File: src/rtl/alu_cmd_sequencer_if.sv
// Byte-stream, ALU and TX signal bundle for alu_cmd_sequencer.
// The slave modport is the sequencer's view; the master modport is its environment.
interface alu_cmd_sequencer_if;
  logic [7:0]         rx_data;
  logic               rx_valid;
  logic signed [15:0] A;
  logic signed [15:0] B;
  logic [3:0]         ALU_FUN;
  logic               alu_en;
  logic [15:0]        Arith_out;
  logic [15:0]        Logic_out;
  logic [15:0]        CMP_out;
  logic [15:0]        SHIFT_out;
  logic               Arith_flag;
  logic               Logic_flag;
  logic               CMP_flag;
  logic               SHIFT_flag;
  logic [7:0]         tx_data;
  logic               tx_valid;
  logic               tx_ready;
  logic               busy;
  logic               frame_err;
  logic               overrun;

  modport master (
    output rx_data, rx_valid, tx_ready,
    output Arith_out, Logic_out, CMP_out, SHIFT_out,
    output Arith_flag, Logic_flag, CMP_flag, SHIFT_flag,
    input  A, B, ALU_FUN, alu_en, tx_data, tx_valid, busy, frame_err, overrun
  );

  modport slave (
    input  rx_data, rx_valid, tx_ready,
    input  Arith_out, Logic_out, CMP_out, SHIFT_out,
    input  Arith_flag, Logic_flag, CMP_flag, SHIFT_flag,
    output A, B, ALU_FUN, alu_en, tx_data, tx_valid, busy, frame_err, overrun
  );
endinterface

File: src/rtl/alu_cmd_sequencer.sv
// Parses RX command frames into ALU operands/function, launches one ALU operation,
// then returns the flagged 16-bit result as two TX bytes, LSB first.
module alu_cmd_sequencer #(
  parameter int unsigned OPER_W     = 16,
  parameter int unsigned ALU_LAT    = 1,
  parameter logic [7:0]  CMD_OPER   = 8'hCC,
  parameter logic [7:0]  CMD_NOOPER = 8'hDD
) (
  input logic                clk,
  input logic                RST,
  alu_cmd_sequencer_if.slave bus
);

  localparam int unsigned CntW = (ALU_LAT > 1) ? $clog2(ALU_LAT) : 1;

  typedef enum logic [3:0] {
    StIdle, StGetA0, StGetA1, StGetB0, StGetB1, StGetFun, StExec, StWait, StSendLo, StSendHi
  } state_e;

  state_e              r_state, w_state_d;
  logic [OPER_W-1:0]   r_a_stg, w_a_stg_d;
  logic [OPER_W-1:0]   r_b_stg, w_b_stg_d;
  logic [OPER_W-1:0]   r_a, w_a_d;
  logic [OPER_W-1:0]   r_b, w_b_d;
  logic [3:0]          r_fun, w_fun_d;
  logic [OPER_W-1:0]   r_result, w_result_d;
  logic [CntW-1:0]     r_cnt, w_cnt_d;
  logic                r_ferr, w_ferr_d;
  logic                r_ovr, w_ovr_d;
  logic                w_rx;

  assign w_rx = bus.rx_valid;

  always_ff @(posedge clk or negedge RST) begin
    if (!RST) begin
      r_state  <= StIdle;
      r_a_stg  <= '0;
      r_b_stg  <= '0;
      r_a      <= '0;
      r_b      <= '0;
      r_fun    <= '0;
      r_result <= '0;
      r_cnt    <= '0;
      r_ferr   <= 1'b0;
      r_ovr    <= 1'b0;
    end else begin
      r_state  <= w_state_d;
      r_a_stg  <= w_a_stg_d;
      r_b_stg  <= w_b_stg_d;
      r_a      <= w_a_d;
      r_b      <= w_b_d;
      r_fun    <= w_fun_d;
      r_result <= w_result_d;
      r_cnt    <= w_cnt_d;
      r_ferr   <= w_ferr_d;
      r_ovr    <= w_ovr_d;
    end
  end

  always_comb begin
    w_state_d  = r_state;
    w_a_stg_d  = r_a_stg;
    w_b_stg_d  = r_b_stg;
    w_a_d      = r_a;
    w_b_d      = r_b;
    w_fun_d    = r_fun;
    w_result_d = r_result;
    w_cnt_d    = r_cnt;
    w_ferr_d   = 1'b0;
    // Bytes arriving after launch are never buffered.
    w_ovr_d    = w_rx && (r_state == StExec || r_state == StWait ||
                          r_state == StSendLo || r_state == StSendHi);
    case (r_state)
      StIdle: begin
        if (w_rx) begin
          if (bus.rx_data == CMD_OPER) begin
            w_state_d = StGetA0;
          end else if (bus.rx_data == CMD_NOOPER) begin
            w_state_d = StGetFun;
          end else begin
            w_ferr_d = 1'b1;
          end
        end
      end
      StGetA0: if (w_rx) begin
        w_a_stg_d[7:0] = bus.rx_data;
        w_state_d      = StGetA1;
      end
      StGetA1: if (w_rx) begin
        w_a_stg_d[15:8] = bus.rx_data;
        w_state_d       = StGetB0;
      end
      StGetB0: if (w_rx) begin
        w_b_stg_d[7:0] = bus.rx_data;
        w_state_d      = StGetB1;
      end
      StGetB1: if (w_rx) begin
        w_b_stg_d[15:8] = bus.rx_data;
        w_state_d       = StGetFun;
      end
      StGetFun: if (w_rx) begin
        // Staging equals the live operands unless a full frame just refilled it.
        w_fun_d   = bus.rx_data[3:0];
        w_a_d     = r_a_stg;
        w_b_d     = r_b_stg;
        w_state_d = StExec;
      end
      StExec: begin
        w_cnt_d   = '0;
        w_state_d = StWait;
      end
      StWait: begin
        w_cnt_d = r_cnt + CntW'(1);
        if (r_cnt == CntW'(ALU_LAT - 1)) begin
          w_state_d = StSendLo;
          if (bus.Arith_flag) begin
            w_result_d = bus.Arith_out;
          end else if (bus.Logic_flag) begin
            w_result_d = bus.Logic_out;
          end else if (bus.CMP_flag) begin
            w_result_d = bus.CMP_out;
          end else if (bus.SHIFT_flag) begin
            w_result_d = bus.SHIFT_out;
          end else begin
            w_result_d = '0;
            w_ferr_d   = 1'b1;
          end
        end
      end
      StSendLo: if (bus.tx_ready) w_state_d = StSendHi;
      StSendHi: if (bus.tx_ready) w_state_d = StIdle;
      default:  w_state_d = StIdle;
    endcase
  end

  assign bus.A         = r_a;
  assign bus.B         = r_b;
  assign bus.ALU_FUN   = r_fun;
  assign bus.alu_en    = (r_state == StExec);
  assign bus.busy      = (r_state != StIdle);
  assign bus.tx_valid  = (r_state == StSendLo) || (r_state == StSendHi);
  assign bus.tx_data   = (r_state == StSendHi) ? r_result[15:8] : r_result[7:0];
  assign bus.frame_err = r_ferr;
  assign bus.overrun   = r_ovr;

endmodule

File: src/flat_wrapper.sv
// flat-port wrapper written by rule: the top's interface ports become plain ports
module alu_cmd_sequencer_flat 
#(
  parameter int unsigned OPER_W     = 16,
  parameter int unsigned ALU_LAT    = 1,
  parameter logic [7:0]  CMD_OPER   = 8'hCC,
  parameter logic [7:0]  CMD_NOOPER = 8'hDD
)
  (clk, RST, bus_rx_data, bus_rx_valid, bus_tx_ready, bus_Arith_out, bus_Logic_out, bus_CMP_out, bus_SHIFT_out, bus_Arith_flag, bus_Logic_flag, bus_CMP_flag, bus_SHIFT_flag, bus_A, bus_B, bus_ALU_FUN, bus_alu_en, bus_tx_data, bus_tx_valid, bus_busy, bus_frame_err, bus_overrun);
  alu_cmd_sequencer_if bus_i ();
  input logic clk;
  input logic RST;
  input wire logic [$bits(bus_i.rx_data)-1:0] bus_rx_data;
  input wire logic [$bits(bus_i.rx_valid)-1:0] bus_rx_valid;
  input wire logic [$bits(bus_i.tx_ready)-1:0] bus_tx_ready;
  input wire logic [$bits(bus_i.Arith_out)-1:0] bus_Arith_out;
  input wire logic [$bits(bus_i.Logic_out)-1:0] bus_Logic_out;
  input wire logic [$bits(bus_i.CMP_out)-1:0] bus_CMP_out;
  input wire logic [$bits(bus_i.SHIFT_out)-1:0] bus_SHIFT_out;
  input wire logic [$bits(bus_i.Arith_flag)-1:0] bus_Arith_flag;
  input wire logic [$bits(bus_i.Logic_flag)-1:0] bus_Logic_flag;
  input wire logic [$bits(bus_i.CMP_flag)-1:0] bus_CMP_flag;
  input wire logic [$bits(bus_i.SHIFT_flag)-1:0] bus_SHIFT_flag;
  output wire logic [$bits(bus_i.A)-1:0] bus_A;
  output wire logic [$bits(bus_i.B)-1:0] bus_B;
  output wire logic [$bits(bus_i.ALU_FUN)-1:0] bus_ALU_FUN;
  output wire logic [$bits(bus_i.alu_en)-1:0] bus_alu_en;
  output wire logic [$bits(bus_i.tx_data)-1:0] bus_tx_data;
  output wire logic [$bits(bus_i.tx_valid)-1:0] bus_tx_valid;
  output wire logic [$bits(bus_i.busy)-1:0] bus_busy;
  output wire logic [$bits(bus_i.frame_err)-1:0] bus_frame_err;
  output wire logic [$bits(bus_i.overrun)-1:0] bus_overrun;
  assign bus_i.rx_data = bus_rx_data;
  assign bus_i.rx_valid = bus_rx_valid;
  assign bus_i.tx_ready = bus_tx_ready;
  assign bus_i.Arith_out = bus_Arith_out;
  assign bus_i.Logic_out = bus_Logic_out;
  assign bus_i.CMP_out = bus_CMP_out;
  assign bus_i.SHIFT_out = bus_SHIFT_out;
  assign bus_i.Arith_flag = bus_Arith_flag;
  assign bus_i.Logic_flag = bus_Logic_flag;
  assign bus_i.CMP_flag = bus_CMP_flag;
  assign bus_i.SHIFT_flag = bus_SHIFT_flag;
  assign bus_A = bus_i.A;
  assign bus_B = bus_i.B;
  assign bus_ALU_FUN = bus_i.ALU_FUN;
  assign bus_alu_en = bus_i.alu_en;
  assign bus_tx_data = bus_i.tx_data;
  assign bus_tx_valid = bus_i.tx_valid;
  assign bus_busy = bus_i.busy;
  assign bus_frame_err = bus_i.frame_err;
  assign bus_overrun = bus_i.overrun;
  alu_cmd_sequencer #(.OPER_W(OPER_W), .ALU_LAT(ALU_LAT), .CMD_OPER(CMD_OPER), .CMD_NOOPER(CMD_NOOPER)) u_core (.clk(clk), .RST(RST), .bus(bus_i));
endmodule
File: config.mk
export PLATFORM = sky130hd
export DESIGN_NAME = alu_cmd_sequencer_flat
export DESIGN_NICKNAME = d
export VERILOG_FILES = /design/src/rtl/alu_cmd_sequencer_if.sv /design/src/rtl/alu_cmd_sequencer.sv /design/src/flat_wrapper.sv
export SDC_FILE = /design/constraint.sdc
export NUM_CORES = 1
export LEC_CHECK = 0
export ABC_CLOCK_PERIOD_IN_PS = 3000
export CELL_PAD_IN_SITES_DETAIL_PLACEMENT = 0
export CELL_PAD_IN_SITES_GLOBAL_PLACEMENT = 1
export CORE_MARGIN = 1.5
export CORE_UTILIZATION = 39
export CTS_CLUSTER_SIZE = 24
export DETAILED_ROUTE_END_ITERATION = 10
export GPL_TIMING_DRIVEN = 0
export PLACE_DENSITY_LB_ADDON = 0.12
export SYNTH_ARGS = -nofsm -noshare
export SYNTH_HDL_FRONTEND = slang
export SYNTH_SLANG_ARGS = --single-unit
File: constraint.sdc
create_clock -name clk -period 3 [get_ports clk]
set_clock_uncertainty 0.2 [all_clocks]
set_input_delay 0.45 -clock clk [delete_from_list [all_inputs] [get_ports clk]]
set_output_delay 0.45 -clock clk [all_outputs]
set_load 0.1 [all_outputs]
==> results.md, run 1 <==
- The max-capacitance violation count is 0.
- Dividing the detail-routed wire length by the instance count gives 17.7 um.
- The final hold slack is about 0.29 ns.
- The clock tree from TritonCTS is yes.
- The buffer depth of the longest clock path is 2.
- Clock tree synthesis inserted a total of 9 buffers.
- STA classifies the critical path startpoint as a register.
- The number of rows created at floorplan is 37.
- The worst setup path is captured at a primary output.
- The remaining design rule violation count is 0.
- For this run, the number of standard cells in the final layout without fillers is about 620.
- After legalization and detailed placement, the total HPWL measured a little under 8 mm.
- The largest single stage delay on the critical path is between 0.8 and 0.9 ns.
- The number of nets in the layout is approximately 550.
- The number of warning messages in the yosys log is 0.
- The total internal power is 3.32 mW.
- The number of buffers and inverters on the critical path is 2.
- The clock-pin slew reported for the worst setup and hold paths after clock tree synthesis is 0.09 ns.
- Prior to clock tree synthesis, the placed netlist has a worst setup slack of -0.186 ns.
- The highest-delay cell along the critical path is dlygate4sd2_1.
- The number of synthesized flops with an enable pin is 0.
- In the final routing, the length of wire on met1 measures 5.06 mm.
- The count of routing violations after the opening detailed-route iteration is 81.
- The final hold violation count is 0.
- The routed wire length is between 10 and 15 mm.
- Entering global routing, the biggest net connects between 60 and 70 pins.
- The synthesized area is 4180 um^2.
- The length of routed met2 wiring is ~5.2 mm.
- The relative contribution of sequential cells to total power is 0.302.
- The count of pins on the block boundary is 129.
- The placeable core region is slightly above 10,000 um^2.
- The leading cell type in the layout, fill and taps excluded is clkdlybuf4s50_1.
- The worst min-delay path category is reg -> reg.
- At the end of routability-driven placement, the weighted congestion stood at roughly 0.83.
- The signal on the critical path passes through buf_2 > and2b_1 > and3b_1 > dlygate4sd2_1.
- The clock period minus final worst setup slack is slightly below 3 ns.
- The fraction of synthesis flops using an asynchronous set or reset pin is 1.00.
- The tree built by TritonCTS fans out to 91 sinks.
- The aggregate global routing overflow is 0.
- The count of final max-slew check failures came to 0.
- The switching part of the total is 0.522.
- The clock tree root buffer cell is clkbuf_8.
- The first global-routing pass estimated around 17 mm of wire.
- The worst-case IR drop observed on VDD is roughly 920 uV.
- For this configuration, the core starts out at a cell density of 0.403.
- For the worst setup path, the data arrival time is ~2.2 ns.
- The number of levels the H-tree was split into is 3.
- Clock latency on the worst-skew pair, taken at its later pin, is between 0.3 and 0.4 ns.
- Port buffering added around 130 buffers.
- The portion of the post-synthesis area used by sequential elements is 0.545.
- The net count after synthesis is approximately 420.
- The number of instances in the synthesized netlist is ~340.
- The top routing layer in use is met4.
- The combinational group share of total power is 0.584.
- The detail route stage leaves a number of antenna-violating nets equal to 0.
- Of the available clock period, the critical path in the final layout requires 0.964.
- The die covers 11,300 um^2.
- Derived from the worst setup path, the maximum achievable clock frequency is 346 MHz.
- The minimum setup slack in the final design is ~0.11 ns.
- The number of global-route vias before repair is 3,288.
- The first-pass iteration count of the detailed router is 4.
- Dividing total power by cell area gives a power density of between 1000 and 1500 nW/um^2.
- The final setup violation count is 0.
- The floorplan step set the die width to approximately 110 um.
- The vertical die dimension is 106 um.
- Counting flops and latches in the post-synthesis netlist gives between 90 and 100.
- The synthesized area divided by synthesized cell count is roughly 12 um^2.
- The cell family with the largest share of critical-path delay is buffers and inverters.
- The number of placed instances, taps included, is ~600.
- Across all layers, the routed design uses 3,214 vias.
- At the pin with the least slew margin, the transition time is roughly 0.99 ns.
- The mean number of vias per cell is ~5.2.
- The area growth from synthesis to layout is 38.9%.
- The flip-flop cell with the highest count after synthesis is dfrtp_1.
- The clock network power share is 0.114.
- The critical path required time is around 2.4 ns.
- The worst setup path is of the reg -> out kind.
- The leakage power figure is roughly 2.5 nW.
- The share of final-layout standard cells stronger than drive strength 1 is 0.259.
- The number of antenna violations at the first check in global routing was 0.
- Summed over all nets, wire length on met3 after detailed routing comes to around 460 um.
- The number of different library cells used by synthesis comes to between 40 and 50.
- In the global route stage, overall resource usage came out at 0.202.
- In the layout the commonest cells are 113 x clkdlybuf4s50_1, 91 x dfrtp_1, 75 x mux2_2.
- The flow ran to the end, and the final reports show no timing, DRC or antenna violations.
- The antenna diode instance count is 0.
- For this design the total switching power over the nets is 3.62 mW.
- Along the worst path, the maximum fanout reaches 10.
- The worst slew margin relative to its limit is 0.335.
- The total power of the final layout is around 6.9 mW.
path summary, 6_finish.rpt:
check	startpoint	to	slack, ns	depth (start not counted)
worst max register to register	u_core.r_state[3]	u_core.bus.B[14]	0.78	6
worst min register to register	u_core.bus.A[1]	u_core.bus.A[1]	0.29	1
max in group asynchronous	RST	u_core.bus.A[12]	1.60	3
worst min-delay path	u_core.bus.A[1]	u_core.bus.A[1]	0.29	1
min in group asynchronous	RST	u_core.r_state[0]	0.36	2
worst max-delay path	u_core.r_state[3]	bus_alu_en	0.11	4
state kept, by name (all words and copies together) (netlist names), 4 cells and up:
name / flops
u_core.r_a_stg: 16
u_core.bus.ALU_FUN: 4
u_core.bus.B: 16
u_core.r_result: 16
u_core.bus.A: 16
u_core.r_b_stg: 16
u_core.r_state: 4
metrics by stage:
step	TNS, ns	instance area [um^2]	util
global route	-0.00236	5800	0.559
floorplan	0	4180	-
CTS	-0.0744	5800	0.559
detailed placement	-1.38	5630	0.543
global placement	-180.54	5610	0.541
finish	0	5800	0.559
power by group through the flow:
stage	combinational [mW]	sequential (mW)	clock, mW
6_report	4.05	2.10	0.794
4_1_cts	4.07	2.10	0.822
3_5_place_dp	4.11	2.13	0
2_1_floorplan	1.47	3.75	0
3_3_place_gp	4.08	2.10	0
5_1_grt	4.22	2.18	0.879
synthesized netlist by cell type (all sizes together) (2+ instances only):
master	instances	area [um^2]
nand2b	3	18.8
clkbuf	9	33.8
o41ai	2	25.0
dfrtp	91	2280
o21ai	3	15.0
nand2	21	78.8
nand3	3	20.0
o31ai	2	15.0
and3b	2	17.5
a21o	2	15.0
nor3	2	10.0
a21oi	3	15.0
a221oi	16	140
a211o	16	140
buf	14	81.3
mux2	76	856
inv	16	60.1
nor3b	2	26.3
a31oi	17	106
or3	2	17.5
nor2	19	78.8
and2b	2	15.0
final cells by class:
class | instances | area, um^2
clock inverters | 6 | 53.8
multi-input cells | 206 | 1730
well taps | 136 | 170
inverters | 16 | 60.1
fillers | 943 | 4570
plain buffers | 23 | 115
clock buffers | 10 | 138
repair buffers | 127 | 1260
flip-flops and latches | 91 | 2280
cells by family (layout without fill, tap and decap cells):
logic type / count (synthesis) / count (layout) / share of synthesized area
XOR/XNOR: 1 / 1 / 0.00210
buffers and inverters: 39 / 182 / 0.0419
AND/OR/NAND/NOR: 64 / 64 / 0.0827
multiplexers: 76 / 76 / 0.205
AO/OA/AOI/OAI: 65 / 65 / 0.123
flip-flops: 91 / 91 / 0.545
timing repair:
| action | in CTS | in global routing |
|---|---|---|
| setup buffers | 0 | 0 |
| hold endpoints to repair | 28 | 0 |
| hold buffers | 1 | 0 |
| resized for setup | 40 | 7 |
| setup endpoints to repair | 10 | 7 |
metal layers:
metal | vias to the layer above | GRT usage
met5 | - | 0
met4 | 0 | 0.0638
met3 | 15 | 0.0380
met2 | 87 | 0.321
met1 | 1606 | 0.278
li1 | 1506 | -
Power figures use the tool's default switching activity.
==> run 2, diff against run 1 <==
--- a/config.mk
+++ b/config.mk
@@ -6,10 +6,10 @@
 export NUM_CORES = 1
 export LEC_CHECK = 0
 export ABC_CLOCK_PERIOD_IN_PS = 3000
-export CELL_PAD_IN_SITES_DETAIL_PLACEMENT = 0
-export CELL_PAD_IN_SITES_GLOBAL_PLACEMENT = 1
+export CELL_PAD_IN_SITES_DETAIL_PLACEMENT = 1
+export CELL_PAD_IN_SITES_GLOBAL_PLACEMENT = 2
 export CORE_MARGIN = 1.5
-export CORE_UTILIZATION = 39
+export CORE_UTILIZATION = 32
 export CTS_CLUSTER_SIZE = 24
 export DETAILED_ROUTE_END_ITERATION = 10
 export GPL_TIMING_DRIVEN = 0
==> run 2 against run 1 <==
Final area is 2.1% higher; first-iteration DRC count is 28% higher; critical endpoint unchanged; core utilization is 9.2 points lower.
==> results.md, run 2 (synthesis gave the netlist of run 1 again) <==
- Status: finished, final reports clean (unchanged).
- The number of global-route vias before repair is 3,609 (was 3,288).
- The weighted congestion at the end of routability-driven global placement was 0.787 (was 0.826).
- The final setup violation count is 0 (unchanged).
- The wire length of the first global-routing pass came to 19.6 mm (was 17.4 mm).
- The maximum fanout along the worst path came to 10 (unchanged).
- The clock insertion delay at the later pin of the skew report is 0.34 ns (about the same).
- The non-filler instance count after layout is 650 (was 615).
- The number of levels the H-tree was split into is 3 (unchanged).
- The quantity of I/O buffers inserted on ports was 125 (unchanged).
- The effective utilization at floorplan came to 0.330 (was 0.403).
- The count of filler cells inserted in the layout is 1,378 (was 943).
- Commonest cells after routing, fill and taps aside: 113 x clkdlybuf4s50_1, 91 x dfrtp_1, 75 x mux2_2 (unchanged).
- The number of antenna violations at the first check in global routing is 0 (unchanged).
- The count of final max-slew check failures is 0 (unchanged).
- The leakage power figure is 2.54 nW (was 2.51 nW).
- The buffer depth of the longest clock path was 2 (unchanged).
- The number of rows created at floorplan is 41 (was 37).
- The post-detailed-route count of antenna-violating nets came to 0 (unchanged).
- The placeable core region is 12,700 um^2 (was 10,400 um^2).
- The pin count of the biggest net entering global routing is 66 (was 64).
- The worst slew margin relative to its limit came to 0.325 (was 0.335).
- The die outline area is 13,700 um^2 (was 11,300 um^2).
- The routed wirelength normalized by instance count is 19.1 um (was 17.7 um).
- The final instance area is 5920 um^2 (was 5800 um^2).
- The count of routing violations after the opening detailed-route iteration was 104 (was 81).
- The startpoint-to-endpoint class of the critical path is reg -> out (unchanged).
- The critical path required time is 2.35 ns (about the same).
- The final critical-path share of the clock period was 0.968 (was 0.964).
- The antenna diode instance count is 0 (unchanged).
- The maximum clock frequency is 344 MHz (was 346 MHz).
- Setup repair after global routing left no endpoint under its margin.
- The share of final-layout standard cells stronger than drive strength 1 is 0.253 (was 0.259).
- The aggregate global routing overflow is 0 (unchanged).
- The slew at the pin closest to its max-slew limit is 1.01 ns (was 0.995 ns).
- The number of nets in the layout is 554 (unchanged).
- The placed wire-length estimate came to 9.05 mm (was 7.91 mm).
- The count of buffers added by post-CTS timing repair for setup is 0 (unchanged).
- The power per cell area is 1220 nW/um^2 (was 1200 nW/um^2).
- The post-placement cell area was 5680 um^2 (was 5630 um^2).
- The max-capacitance violation count was 0 (unchanged).
- The clock tree from TritonCTS is yes (unchanged).
- The critical path endpoint category was a primary output (unchanged).
- The routed wire length is 12.4 mm (was 10.9 mm).
- The worst min-delay path category is reg -> reg (unchanged).
- The die boundary width is 117 um (was 106 um).
- The total number of vias was 3,236 (was 3,214).
- The clock-pin slew reported for the worst setup and hold paths after clock tree synthesis is 0.06 ns (was 0.09 ns).
- The startpoint kind of the worst setup timing path is a register (unchanged).
- The arrival time of the worst setup path is 2.26 ns (was 2.24 ns).
- The clock period minus final worst setup slack was 2.91 ns (was 2.89 ns).
- The combined global-route utilization of all metal layers is 0.195 (was 0.202).
- The number of clock sinks is 91 (unchanged).
- The peak ir drop on the vdd network is 837 uV (was 918 uV).
- The growth of design area from synthesis to finish is 41.8% (was 38.9%).
- The leading cell type in the layout, fill and taps excluded is clkdlybuf4s50_1 (unchanged).
- The clock buffer count from CTS was 9 (unchanged).
- The final hold violation count is 0 (unchanged).
- The clock tree root buffer cell was clkbuf_16 (was clkbuf_8).
- The cell count after placement is 634 (was 598).
- The vertical die dimension is 117 um (was 106 um).
- The mean number of vias per cell was 4.98 (was 5.23).
- The count of pins on the block boundary is 129 (unchanged).
- The first-pass iteration count of the detailed router is 4 (unchanged).
- The remaining design rule violation count is 0 (unchanged).
[run 2: timing repair]
action                                  4_1_cts  5_1_grt
gates cloned                                  0        0
endpoints found under the hold margin        26        0
resized for setup                            40        5
hold buffers                                  1        0
endpoints found under the setup margin       10        9
[run 2: through the flow]
stage	hold WS (ns)	setup TNS, ns	utilization	power, mW	worst slack [ns]
floorplan	-0.0456	0	-	5.22	0.281
global placement	0.268	-194.10	0.446	6.20	-2.12
detailed placement	0.193	-1.79	0.448	6.30	-0.247
CTS	0.292	-0.112	0.467	7.32	-0.112
global route	0.308	0	0.467	7.59	0.00811
finish	0.290	0	0.467	7.25	0.0950
[run 2: final cells by class]
| class | count | area (um^2) | area share |
|---|---|---|---|
| buffer | 23 | 118 | 0.0199 |
| clock buffer | 12 | 246 | 0.0416 |
| clock inverter | 3 | 25.0 | 0.00423 |
| inverter | 16 | 60.1 | 0.0101 |
| multi-input combinational | 206 | 1730 | 0.292 |
| sequential | 91 | 2280 | 0.385 |
| tap | 172 | 215 | 0.0363 |
| timing repair buffer | 127 | 1250 | 0.211 |
[run 2: path summary, 6_finish.rpt]
path,start,end,slack (ns),depth (start not counted)
min,u_core.bus.A[1],u_core.bus.A[1],0.29,1
max,u_core.r_state[3],bus_alu_en,0.09,4
max in group asynchronous,RST,u_core.r_b_stg[4],1.58,3
min in group asynchronous,RST,u_core.bus.overrun,0.37,2
max reg2reg,u_core.r_state[3],u_core.bus.A[0],0.73,6
min reg2reg,u_core.bus.A[1],u_core.bus.A[1],0.29,1
[run 2: routing by layer]
layer,vias up,global-route usage,routed length (um)
li1,1498,-,-
met1,1648,0.253,5540
met2,75,0.319,6090
met3,15,0.0453,541
met4,0,0.0683,226
met5,-,0,0
[run 2: power by group]
group	leakage (nW)	switching, mW	total (mW)	internal, mW
Combinational	1.32	2.91	4.08	1.17
Clock	0.129	0.472	1.06	0.583
Sequential	1.10	0.307	2.11	1.81
Total	2.54	3.69	7.25	3.56
[run 2: worst max-delay path: stages (launching register included)]
cell and delay (ns):
dfrtp_1 0.35, buf_2 0.18, and2b_1 0.34, and3b_1 0.18
dlygate4sd2_1 0.85
